File: src/rtl/pipeline_3_memacc.sv
// pipeline_3_memacc
// Memory-access stage of the 16-bit pipelined core. Registers the execute
// control word, ALU result and store data, then performs LDR/STR against the
// shared synchronous data RAM or the memory-mapped LED/switch registers.
//
// Ports:
//   clk          rising-edge clock
//   rst          asynchronous, active-low reset
//   control_in   execute control word ([21:19] opcode, [3] we, [2:0] writenum)
//   result_in    ALU result, effective address for LDR/STR
//   sdata_in     store data for STR
//   mem_req/mem_we/mem_addr/mem_wdata   RAM request side
//   mem_gnt      arbiter grant
//   mem_rdata    registered RAM read data (cycle after a granted read)
//   sw_in        switch inputs
//   led_out      LED register
//   stall_out    hold request to upstream stages
//   control_out  control word to writeback (bubble while stalled)
//   result_out   result to writeback
//   rdata_out    load data to writeback, one cycle behind control_out
//
// Handshake: mem_req is a valid that stays asserted, with address/data/we
// stable, until the edge where mem_gnt is also high; that edge completes the
// access. mem_gnt acts as ready and may change freely while mem_req is low.

module pipeline_3_memacc (
  input  logic        clk,
  input  logic        rst,
  input  logic [21:0] control_in,
  input  logic [15:0] result_in,
  input  logic [15:0] sdata_in,
  output logic        mem_req,
  output logic        mem_we,
  output logic [8:0]  mem_addr,
  output logic [15:0] mem_wdata,
  input  logic        mem_gnt,
  input  logic [15:0] mem_rdata,
  input  logic [7:0]  sw_in,
  output logic [7:0]  led_out,
  output logic        stall_out,
  output logic [21:0] control_out,
  output logic [15:0] result_out,
  output logic [15:0] rdata_out
);

  localparam logic [2:0] OP_LDR   = 3'b011;
  localparam logic [2:0] OP_STR   = 3'b100;
  localparam logic [8:0] ADDR_LED = 9'h100;
  localparam logic [8:0] ADDR_SW  = 9'h140;

  // Read-data source for the cycle after a load.
  localparam logic [1:0] SEL_RAM  = 2'd0;
  localparam logic [1:0] SEL_LED  = 2'd1;
  localparam logic [1:0] SEL_SW   = 2'd2;

  logic [21:0] ctl_q, ctl_d;
  logic [15:0] res_q, res_d;
  logic [15:0] sd_q,  sd_d;
  logic [7:0]  led_q, led_d;
  logic [7:0]  sw_q,  sw_d;
  logic [1:0]  sel_q, sel_d;

  logic is_ldr, is_str, is_led, is_sw, is_mmio, stall;

  always_comb begin
    is_ldr  = (ctl_q[21:19] == OP_LDR);
    is_str  = (ctl_q[21:19] == OP_STR);
    is_led  = (res_q[8:0] == ADDR_LED);
    is_sw   = (res_q[8:0] == ADDR_SW);
    is_mmio = is_led || is_sw;
    mem_req = (is_ldr || is_str) && !is_mmio;
    stall   = mem_req && !mem_gnt;
  end

  always_comb begin
    // Instruction stays in the stage, unchanged, while the RAM withholds grant.
    ctl_d = stall ? ctl_q : control_in;
    res_d = stall ? res_q : result_in;
    sd_d  = stall ? sd_q  : sdata_in;

    // MMIO accesses never stall, so these updates land on the one edge the
    // instruction is in the stage.
    led_d = (is_str && is_led) ? sd_q[7:0] : led_q;
    sw_d  = (is_ldr && is_sw)  ? sw_in     : sw_q;

    // Remember where the load data will come from, since the address has
    // moved on by the time rdata_out is consumed.
    sel_d = SEL_RAM;
    if (is_ldr && is_sw)       sel_d = SEL_SW;
    else if (is_ldr && is_led) sel_d = SEL_LED;
  end

  always_ff @(posedge clk or negedge rst) begin
    if (!rst) begin
      ctl_q <= '0;
      res_q <= '0;
      sd_q  <= '0;
      led_q <= '0;
      sw_q  <= '0;
      sel_q <= SEL_RAM;
    end else begin
      ctl_q <= ctl_d;
      res_q <= res_d;
      sd_q  <= sd_d;
      led_q <= led_d;
      sw_q  <= sw_d;
      sel_q <= sel_d;
    end
  end

  always_comb begin
    mem_we      = is_str;
    mem_addr    = res_q[8:0];
    mem_wdata   = sd_q;
    stall_out   = stall;
    led_out     = led_q;
    control_out = stall ? 22'b0 : ctl_q;
    result_out  = res_q;
    case (sel_q)
      SEL_SW:  rdata_out = {8'h00, sw_q};
      SEL_LED: rdata_out = 16'h0000;
      default: rdata_out = mem_rdata;
    endcase
  end

endmodule
File: config.mk
export PLATFORM = sky130hd
export DESIGN_NAME = pipeline_3_memacc
export DESIGN_NICKNAME = d
export VERILOG_FILES = /design/src/rtl/pipeline_3_memacc.sv
export SDC_FILE = /design/constraint.sdc
export NUM_CORES = 1
export LEC_CHECK = 0
export BUFFER_PORTS_ARGS = -buffer_cell sky130_fd_sc_hd__buf_2
export CAP_MARGIN = 20
export CORE_UTILIZATION = 45
export DETAILED_ROUTE_END_ITERATION = 16
export PLACE_DENSITY = 0.81
export REMOVE_ABC_BUFFERS = 1
export SLEW_MARGIN = 20
export SYNTH_ARGS = -nofsm -noshare
export SYNTH_HDL_FRONTEND = slang
export SYNTH_SLANG_ARGS = --single-unit
File: constraint.sdc
create_clock -name clk -period 2.55 [get_ports clk]
set_input_delay 0.255 -clock clk [delete_from_list [all_inputs] [get_ports clk]]
set_output_delay 0.255 -clock clk [all_outputs]
set_load 0.1 [all_outputs]
# After elaboration in Yosys (flattened, before gate mapping)

Index checks and enable logic that the tools add are counted.
W data, S select, Z words.

Register bits: 72
Bits of input ports: 81
Output and inout bits: 90
Word-level logic and storage cells: 25

Equality and inequality tests: 6
Mux-type cells: 4
Reduce and logical (&&, ||, !) cells: 9

Operators by type and width:

| kind                 | number |
|---|---|
| $pmux W16 S2         | 1 |
| $mux W22             | 1 |
| $eq A9 B9 Y1 const B | 2 |
| $logic_and A1 B1 Y1  | 5 |
| $eq A3 B2 Y1 const B | 1 |
| $eq A3 B3 Y1 const B | 1 |
| $eq A2 B1 Y1 const B | 1 |
| $eq A2 B2 Y1 const B | 1 |
| $logic_not A1 Y1     | 2 |
| $logic_or A1 B1 Y1   | 2 |
| $mux W2              | 1 |
| $mux W1              | 1 |

# Logic depth before layout (Yosys ltp)

Gate-level depths: netlist of the first run.

Word-level depth: 6
Depth in mapped cells: 6

# Least setup slack after synthesis of the first run

No wires, ideal clock.

Kind: register to output
From: register res_q[8], in the netlist result_out[8]
To: output control_out[0]
Data arrival time: 3.386 ns
Data required time: 2.295 ns
Setup slack: -1.091 ns
Stages on the path, launching flop included: 6
Cells stage by stage: dfrtp_1 nor4b_2 a221oi_4 buf_6 buf_4 nor2b_1

Cells in the longest elaborated chain, start to end: 6
Elaborated cells on any way between the ends: 7
Classes of those cells: eq/ne (2); mux (1); reduce/logical (4)

RTL lines:

| item                            | RTL line | source |
|---|---|---|
| from (decl)                     | 57       | `logic [15:0] res_q, res_d;` |
| from (signal assigned)          | 103      | `res_q <= res_d;` |
| $eq A9 B9 Y1 (on tied branches) | 68, 69   |  |
| $logic_or A1 B1 Y1 (*)          | 70       | `is_mmio = is_led \|\| is_sw;` |
| $logic_not A1 Y1 (*)            | 71       | `mem_req = (is_ldr \|\| is_str) && !is_mmio;` |
| $logic_and A1 B1 Y1 (*)         | 71       |  |
| $logic_and A1 B1 Y1 (*)         | 72       | `stall = mem_req && !mem_gnt;` |
| net stall_out                   | 40       | `output logic stall_out,` |
| $mux W22 (*)                    | 117      | `control_out = stall ? 22'b0 : ctl_q;` |
| to (decl)                       | 41       | `output logic [21:0] control_out,` |

Mark *: on every way through the listed nets, which the timed path passes. The rest lies on a longest branch.

# Worst setup path after layout of the first run

From: register ctl_q[20]
To: output control_out[14]

Cells in the longest elaborated chain, start to end: 5
Elaborated cells on any way between the ends: 6
Classes of those cells: eq/ne (2); mux (1); reduce/logical (3)

RTL lines:

| item                                         | RTL line | source |
|---|---|---|
| from (decl)                                  | 56       | `logic [21:0] ctl_q, ctl_d;` |
| from (signal assigned)                       | 102      | `ctl_q <= ctl_d;` |
| $eq A3 B2 Y1 or $eq A3 B3 Y1 (tied branches) | 66, 67   |  |
| $logic_or A1 B1 Y1 (*)                       | 71       |  |
| $logic_and A1 B1 Y1 (*)                      | 71       |  |
| $logic_and A1 B1 Y1 (*)                      | 72       |  |
| $mux W22 (*)                                 | 117      |  |

Every way passes the cells marked *; elsewhere a longest branch is shown, timed or not.

==> run_summary.xml, run 1 <==
<?xml version="1.0" encoding="UTF-8"?>
<metrics>
  <group name="worst_setup_path">
    <metric name="r2r_endpoint" unit="">mem_wdata[14]</metric>
    <metric name="start_of_the_worst_register_to_register_path" unit="">ctl_q[20]</metric>
    <metric name="critPathLaunchType" unit="">register</metric>
    <metric name="reg2reg_depth" unit="">6</metric>
    <metric name="critical_path.endpoint" unit="">control_out[14]</metric>
    <metric name="critPathArrivalTime" unit="ps">2210</metric>
    <metric name="worstPathMaxFanout" unit="">14</metric>
    <metric name="setup.reg_to_reg.worst_slack" unit="ps">260</metric>
    <metric name="end_kind" unit="">primary output</metric>
    <metric name="worst_ep_required_time" unit="ps">2300</metric>
    <metric name="setup.worst_path.class" unit="">reg2out</metric>
    <metric name="setup.worst_path.start" unit="">ctl_q[20]</metric>
  </group>
  <group name="yosys">
    <metric name="syn-mean-instance-area" unit="sq um">14.47</metric>
    <metric name="dominant_combinational_cell_family_by_area_after_synthesis" unit="">multiplexers</metric>
    <metric name="yosys_warnings" unit="">0</metric>
    <metric name="syn_area" unit="sq um">3139</metric>
    <metric name="synth_simple_gate_area_share" unit="">0.08968</metric>
    <metric name="post_synthesis_compound_gate_area_fraction" unit="">0.03228</metric>
    <metric name="synth_sequential_area_ratio" unit="">0.5739</metric>
    <metric name="gate_count_post_synth" unit="">217</metric>
    <metric name="netlist-cell-type-count" unit="">24</metric>
    <metric name="synth.mux.area_fraction" unit="">0.2507</metric>
    <metric name="synth-adder-area-share" unit="">0.003986</metric>
    <metric name="yosys_reg_bits" unit="">72</metric>
    <metric name="post_synth_xor_area_fraction" unit="">0</metric>
  </group>
  <group name="finish">
    <metric name="finalNetCount" unit="">471</metric>
    <metric name="n_fill_cell" unit="">527</metric>
    <metric name="antenna_cells_inserted" unit="">0</metric>
    <metric name="area.growth.synth_to_final" unit="%">39.90</metric>
    <metric name="drive_gt1_frac" unit="">0.6641</metric>
    <metric name="utilization" unit="">0.6500</metric>
    <metric name="finalInstanceArea" unit="sq um">4392</metric>
  </group>
  <group name="timing">
    <metric name="timing_worst_slew_pin_value" unit="ps">662.6</metric>
    <metric name="hold_viol" unit="">0</metric>
    <metric name="rsz0062_at_grt" unit="">no</metric>
    <metric name="maxClockFrequency" unit="GHz">0.4054</metric>
    <metric name="timing.max_slew.rel_slack" unit="">0.5583</metric>
    <metric name="final_max_slew_viol_count" unit="">0</metric>
    <metric name="finalHoldWorstSlack" unit="ps">123.8</metric>
    <metric name="final_skew" unit="ps">8.179</metric>
    <metric name="layout_setup_ws" unit="ps">83.05</metric>
    <metric name="post-route-min-period" unit="ps">2467</metric>
    <metric name="final-setup-viol-count" unit="">0</metric>
    <metric name="final_min_period_over_clock_period" unit="">0.9674</metric>
  </group>
  <group name="cts">
    <metric name="clk_pin_slew" unit="ps">80</metric>
    <metric name="max-clock-path-buffers" unit="">2</metric>
    <metric name="clkSinkCount" unit="">72</metric>
    <metric name="clock_latency_on_the_worst_skew_pair" unit="ps">330</metric>
    <metric name="root_buffer" unit="">clkbuf_8</metric>
    <metric name="ctsHtreeMaxLevel" unit="">3</metric>
    <metric name="tritoncts_clock_tree" unit="">yes</metric>
    <metric name="cts_buffers" unit="">9</metric>
  </group>
  <group name="pwr">
    <metric name="worst_ir_drop_vdd" unit="mV">0.4362</metric>
    <metric name="powerDensity" unit="nW/um^2">788.6</metric>
    <metric name="pwr_total" unit="mW">3.463</metric>
    <metric name="power.static_leakage" unit="nW">2.189</metric>
  </group>
  <group name="global_routing">
    <metric name="grtUsageMet2" unit="">0.3498</metric>
    <metric name="grt_pass1_wl" unit="microns">10750</metric>
    <metric name="number_of_antenna_violations_at_the_first_check_in_global_routing" unit="">0</metric>
    <metric name="globalRouteTotalUtil" unit="">0.1926</metric>
    <metric name="first_global_vias" unit="">2303</metric>
    <metric name="gr-usage-met1" unit="">0.2176</metric>
    <metric name="pin_count_of_the_biggest_net_entering_global_routing" unit="">31</metric>
    <metric name="grt_overflow_total" unit="">0</metric>
    <metric name="gr-usage-met3" unit="">0.05005</metric>
    <metric name="grt_busiest_layer" unit="">met2</metric>
  </group>
  <group name="worst_hold_path">
    <metric name="min_path_type" unit="">in2reg</metric>
  </group>
  <group name="die">
    <metric name="fp.dieArea" unit="sq um">7315</metric>
    <metric name="rows" unit="">30</metric>
    <metric name="fp.coreArea" unit="sq um">6756</metric>
    <metric name="floorplan.die.width" unit="microns">85.53</metric>
    <metric name="y_dimension_of_the_die" unit="microns">85.53</metric>
    <metric name="io_pins" unit="">171</metric>
    <metric name="initial_utilization" unit="">0.4646</metric>
  </group>
  <group name="placement">
    <metric name="hpwlAfterDp" unit="microns">4894</metric>
    <metric name="finalWeightedCongestion" unit="">0.6914</metric>
    <metric name="number_of_port_buffers" unit="">170</metric>
    <metric name="pre_cts_slack" unit="ps">326.7</metric>
    <metric name="postPlaceCellArea" unit="sq um">4024</metric>
  </group>
  <group name="drt">
    <metric name="ant_nets" unit="">0</metric>
    <metric name="detailroute.via_count" unit="">2355</metric>
    <metric name="via_per_inst" unit="">4.979</metric>
    <metric name="first_iter_violations" unit="">25</metric>
    <metric name="route.detailed.drc" unit="">0</metric>
    <metric name="route.final.wire_length" unit="microns">7199</metric>
    <metric name="post_drt_wl_per_cell" unit="microns">15.22</metric>
    <metric name="firstDrtPassIters" unit="">4</metric>
  </group>
  <group name="outcome">
    <metric name="outcome" unit="">finished, final reports clean</metric>
  </group>
  <group name="flow_run">
    <metric name="drv_cap" unit="">0</metric>
  </group>
</metrics>
placed cells by master (no fill, tap or decap), drive strengths merged:
cell type and n:
and3 1, bufbuf 1, nand4b 1, a221oi 1, mux2 69, and3b 1
dfrtp 72, a21oi 1, nor4 1, clkinv 2, nor2b 23, dlygate4sd3 1
mux2i 1, a22o 8, nand4 1, and2 9, nor3b 1, clkinvlp 1
or3b 1, clkbuf 16, buf 175, ha 1, inv 3, nor4b 1
nand3b 1
timing repair:
action,in CTS,in global routing
setup buffers,0,2
endpoints found under the hold margin,28,0
setup endpoints to repair,18,21
pin swaps,1,1
gates cloned,1,2
resized for setup,7,31
hold buffers,1,0
per-stage QoR:
step	setup TNS (ps)	cells
after floorplan	-229010	197
after global placement	0	452
after detailed placement	0	452
after CTS	0	469
after global routing	0	473
final	0	473
worst min-delay path by stage:
stage | depth (start not counted) | startpoint | endpoint | slack, ps
after floorplan | 0 | rst | ctl_q[0] | -40
final | 2 | control_in[1] | ctl_q[1] | 120
after detailed placement | 1 | rst | result_out[12] | 320
after global placement | 1 | rst | mem_wdata[11] | 320
after CTS | 2 | control_in[1] | ctl_q[1] | 120
after global routing | 2 | control_in[1] | ctl_q[1] | 120
critical path: stages, from the launching register on:
cell and delay (ps):
dfrtp_1 450, or3b_4 450, a221oi_4 350, buf_12 170, buf_12 140, nor2b_1 50
clkbuf_4 270
registers in the layout, indices dropped and copies added (netlist names):
name,flops
sw_q,8
sel_q,2
led_out,8
ctl_q,22
result_out,16
mem_wdata,16
cell families after synthesis:
group,count (synthesis)
buf+inv,23
compound gates,10
fa+ha+maj,1
flops,72
simple gates,41
mux,70
layout make-up:
class	count	area (sq um)	share of cell area
Tap cell	80	100.1	0.02279
Clock inverter	3	17.52	0.003989
Multi-Input combinational cell	122	1202	0.2738
Timing Repair Buffer	181	1104	0.2513
Inverter	3	11.26	0.002564
Sequential cell	72	1802	0.4103
Clock buffer	12	155.1	0.03533
where the power goes:
| part | switching [mW] | internal, mW | leakage [nW] | total [mW] |
|---|---|---|---|---|
| registers | 0.0611 | 1.23 | 0.862 | 1.29 |
| logic | 1.07 | 0.301 | 1.24 | 1.37 |
| clock network | 0.401 | 0.398 | 0.0882 | 0.800 |
| total | 1.54 | 1.93 | 2.19 | 3.46 |
synth_stat cells:
master,n,area (sq um)
dfrtp_1,72,1802
mux2_2,63,709.4
nor2b_1,23,143.9
buf_4,14,105.1
and2_1,9,56.30
a22o_1,8,70.07
mux2_1,6,67.56
clkbuf_1,3,11.26
inv_1,3,11.26
buf_6,2,22.52
a21oi_1,1,5.000
a221oi_4,1,26.28
and3_1,1,6.260
and3b_1,1,8.760
buf_2,1,5.000
ha_1,1,12.51
mux2i_1,1,10.01
nand3b_1,1,7.510
nand4_1,1,6.260
nand4b_1,1,8.760
nor3b_1,1,7.510
nor4_2,1,12.51
nor4b_2,1,15.01
or3b_1,1,8.760
routing by layer:
layer | wire, microns | up-vias
met4 | 81 | 0
met1 | 2917 | 1157
met2 | 3777 | 104
met3 | 423 | 8
li1 | - | 1086
met5 | 0 | -
Note: power is estimated with default switching activity, not from simulation.
==> inputs of run 2 (changes only) <==
CORE_ASPECT_RATIO = 1.4   (was unset)
==> run_summary.xml, run 2 (synthesis gave the netlist of run 1 again) <==
<?xml version="1.0" encoding="UTF-8"?>
<metrics>
  <group name="cts">
    <metric name="cts_stage_hold_buffer_count" unit="">0</metric>
    <metric name="clock_latency_on_the_worst_skew_pair" unit="ps">350</metric>
    <metric name="ctsHtreeMaxLevel" unit="">3</metric>
    <metric name="root_buffer" unit="">clkbuf_8</metric>
    <metric name="cts_buffers" unit="">9</metric>
    <metric name="clkSinkCount" unit="">72</metric>
    <metric name="max-clock-path-buffers" unit="">2</metric>
    <metric name="clk_pin_slew" unit="ps">80</metric>
    <metric name="tritoncts_clock_tree" unit="">yes</metric>
  </group>
  <group name="worst_setup_path">
    <metric name="worstPathMaxFanout" unit="">21</metric>
    <metric name="critPathArrivalTime" unit="ps">2220</metric>
    <metric name="setup.worst_path.class" unit="">reg2out</metric>
    <metric name="worst_ep_required_time" unit="ps">2300</metric>
    <metric name="end_kind" unit="">primary output</metric>
    <metric name="critPathLaunchType" unit="">register</metric>
  </group>
  <group name="finish">
    <metric name="utilization" unit="">0.6564</metric>
    <metric name="finalNetCount" unit="">471</metric>
    <metric name="n_fill_cell" unit="">521</metric>
    <metric name="largest_register_ff_count" unit="">22</metric>
    <metric name="fin_cells" unit="">486</metric>
    <metric name="multi_input_area" unit="sq um">1191</metric>
    <metric name="area.growth.synth_to_final" unit="%">39.18</metric>
    <metric name="register_area" unit="sq um">1802</metric>
    <metric name="largest_register" unit="">ctl_q</metric>
    <metric name="antenna_cells_inserted" unit="">0</metric>
    <metric name="final_common_cell" unit="">buf_2</metric>
    <metric name="finalInstanceArea" unit="sq um">4369</metric>
    <metric name="most-common-layout-cells" unit="">buf_2, dfrtp_1, mux2_2, nor2b_1, buf_4</metric>
    <metric name="drive_gt1_frac" unit="">0.6675</metric>
  </group>
  <group name="timing">
    <metric name="final_min_period_over_clock_period" unit="">0.9691</metric>
    <metric name="timing.max_slew.rel_slack" unit="">0.4547</metric>
    <metric name="timing_worst_slew_pin_value" unit="ps">817.9</metric>
    <metric name="final_max_slew_viol_count" unit="">0</metric>
    <metric name="maxClockFrequency" unit="GHz">0.4047</metric>
    <metric name="hold_viol" unit="">8</metric>
    <metric name="final-setup-viol-count" unit="">0</metric>
    <metric name="final_skew" unit="ps">13.32</metric>
    <metric name="finalHoldWorstSlack" unit="ps">-6.520</metric>
    <metric name="post-route-min-period" unit="ps">2471</metric>
  </group>
  <group name="outcome">
    <metric name="violations_in_the_final_reports" unit="">negative hold slack</metric>
    <metric name="outcome" unit="">complete, but fails checks</metric>
  </group>
  <group name="drt">
    <metric name="firstDrtPassIters" unit="">4</metric>
    <metric name="route.detailed.drc" unit="">0</metric>
    <metric name="post_drt_wl_per_cell" unit="microns">13.83</metric>
    <metric name="first_iter_violations" unit="">83</metric>
    <metric name="ant_nets" unit="">0</metric>
    <metric name="route.final.wire_length" unit="microns">6720</metric>
    <metric name="via_per_inst" unit="">4.788</metric>
    <metric name="detailroute.via_count" unit="">2327</metric>
  </group>
  <group name="global_routing">
    <metric name="grt_pass1_wl" unit="microns">10230</metric>
    <metric name="number_of_antenna_violations_at_the_first_check_in_global_routing" unit="">0</metric>
    <metric name="globalRouteTotalUtil" unit="">0.1877</metric>
    <metric name="first_global_vias" unit="">2304</metric>
    <metric name="pin_count_of_the_biggest_net_entering_global_routing" unit="">38</metric>
    <metric name="grt_overflow_total" unit="">0</metric>
  </group>
  <group name="die">
    <metric name="rows" unit="">35</metric>
    <metric name="initial_utilization" unit="">0.4716</metric>
    <metric name="fp.dieArea" unit="sq um">7319</metric>
    <metric name="fp.coreArea" unit="sq um">6656</metric>
    <metric name="y_dimension_of_the_die" unit="microns">100.8</metric>
    <metric name="io_pins" unit="">171</metric>
    <metric name="floorplan.die.width" unit="microns">72.59</metric>
  </group>
  <group name="pwr">
    <metric name="power.static_leakage" unit="nW">2.169</metric>
    <metric name="internal_power" unit="mW">1.894</metric>
    <metric name="share_of_total_power_in_the_clock_network" unit="">0.235</metric>
    <metric name="pwr_total" unit="mW">3.451</metric>
    <metric name="power_switching" unit="mW">1.557</metric>
    <metric name="worst_ir_drop_vdd" unit="mV">0.5067</metric>
    <metric name="pwr-share-seq" unit="">0.372</metric>
    <metric name="powerDensity" unit="nW/um^2">790.0</metric>
    <metric name="p_comb_frac" unit="">0.393</metric>
    <metric name="p_sw_frac" unit="">0.4511</metric>
  </group>
  <group name="placement">
    <metric name="dpl.cell_count" unit="">467</metric>
    <metric name="postPlaceCellArea" unit="sq um">4074</metric>
    <metric name="hpwlAfterDp" unit="microns">4977</metric>
    <metric name="finalWeightedCongestion" unit="">0.6996</metric>
    <metric name="number_of_port_buffers" unit="">170</metric>
  </group>
  <group name="flow_run">
    <metric name="drv_cap" unit="">0</metric>
  </group>
  <group name="worst_hold_path">
    <metric name="min_path_type" unit="">in2async</metric>
  </group>
</metrics>
## run 2: changes by cell type in the layout (fill, tap and decap cells not counted), moves of 2 or more
cell        delta
buf_4         -11
clkbuf_4       +9
buf_2          +3
clkinv_4       +2
clkinvlp_4     +2
## run 2: through the flow
step                      TNS (ps)  setup slack (ps)
after floorplan            -229010             -3667
after global placement           0             398.5
after detailed placement         0             320.2
after CTS                        0             1.462
after global routing        -17.77            -12.11
final                            0             78.77
## run 2: worst paths after layout
path | from | endpoint | slack, ps | cells after the start
setup / recovery | ctl_q[20] | control_out[3] | 80 | 6
hold / removal | rst | result_out[2] | -7 | 1
setup reg to reg | ctl_q[20] | ctl_q[12] | 290 | 7
hold reg to reg | ctl_q[2] | ctl_q[2] | 490 | 1
max in group asynchronous | rst | mem_wdata[1] | 1860 | 2
min in group clk | result_in[14] | result_out[14] | 120 | 2
## run 2: power by group through the flow
| stage | clock (mW) | sequential [mW] | combinational [mW] |
|---|---|---|---|
| 6_report | 0.810 | 1.28 | 1.36 |
| 5_1_grt | 0.891 | 1.30 | 1.40 |
| 4_1_cts | 0.839 | 1.28 | 1.33 |
| 3_5_place_dp | 0 | 1.30 | 1.33 |
| 3_3_place_gp | 0 | 1.30 | 1.31 |
| 2_1_floorplan | 0 | 1.75 | 0.615 |
## run 2: layer usage
layer / GRT usage / share of wire / vias to the layer above
met1: 0.1920 / 0.38 / 1121
met5: 0 / 0 / -
li1: - / - / 1086
met4: 0.08748 / 0.018 / 0
met2: 0.3379 / 0.53 / 109
met3: 0.06400 / 0.074 / 11
## run 2: timing repair
| item | in CTS | in global routing |
|---|---|---|
| setup endpoints to repair | 10 | 22 |
| buffers inserted | 0 | 2 |
| pin swaps | 1 | 1 |
| cloned | 0 | 1 |
| resized for setup | 7 | 15 |
## run 2: critical path: stages, from the launching register on
cell	delay [ps]
dfrtp_1	440
or3b_1	470
a221oi_4	310
buf_12	160
buf_12	160
nor2b_1	60
clkbuf_4	270
## run 2: final cells by class
class,count,share of cell area
clock buffers,10,0.03150
clock inverters,6,0.01031
inverters,3,0.002577
multi-input cells,122,0.2726
flip-flops and latches,72,0.4124
well taps,92,0.02635
repair buffers,181,0.2443
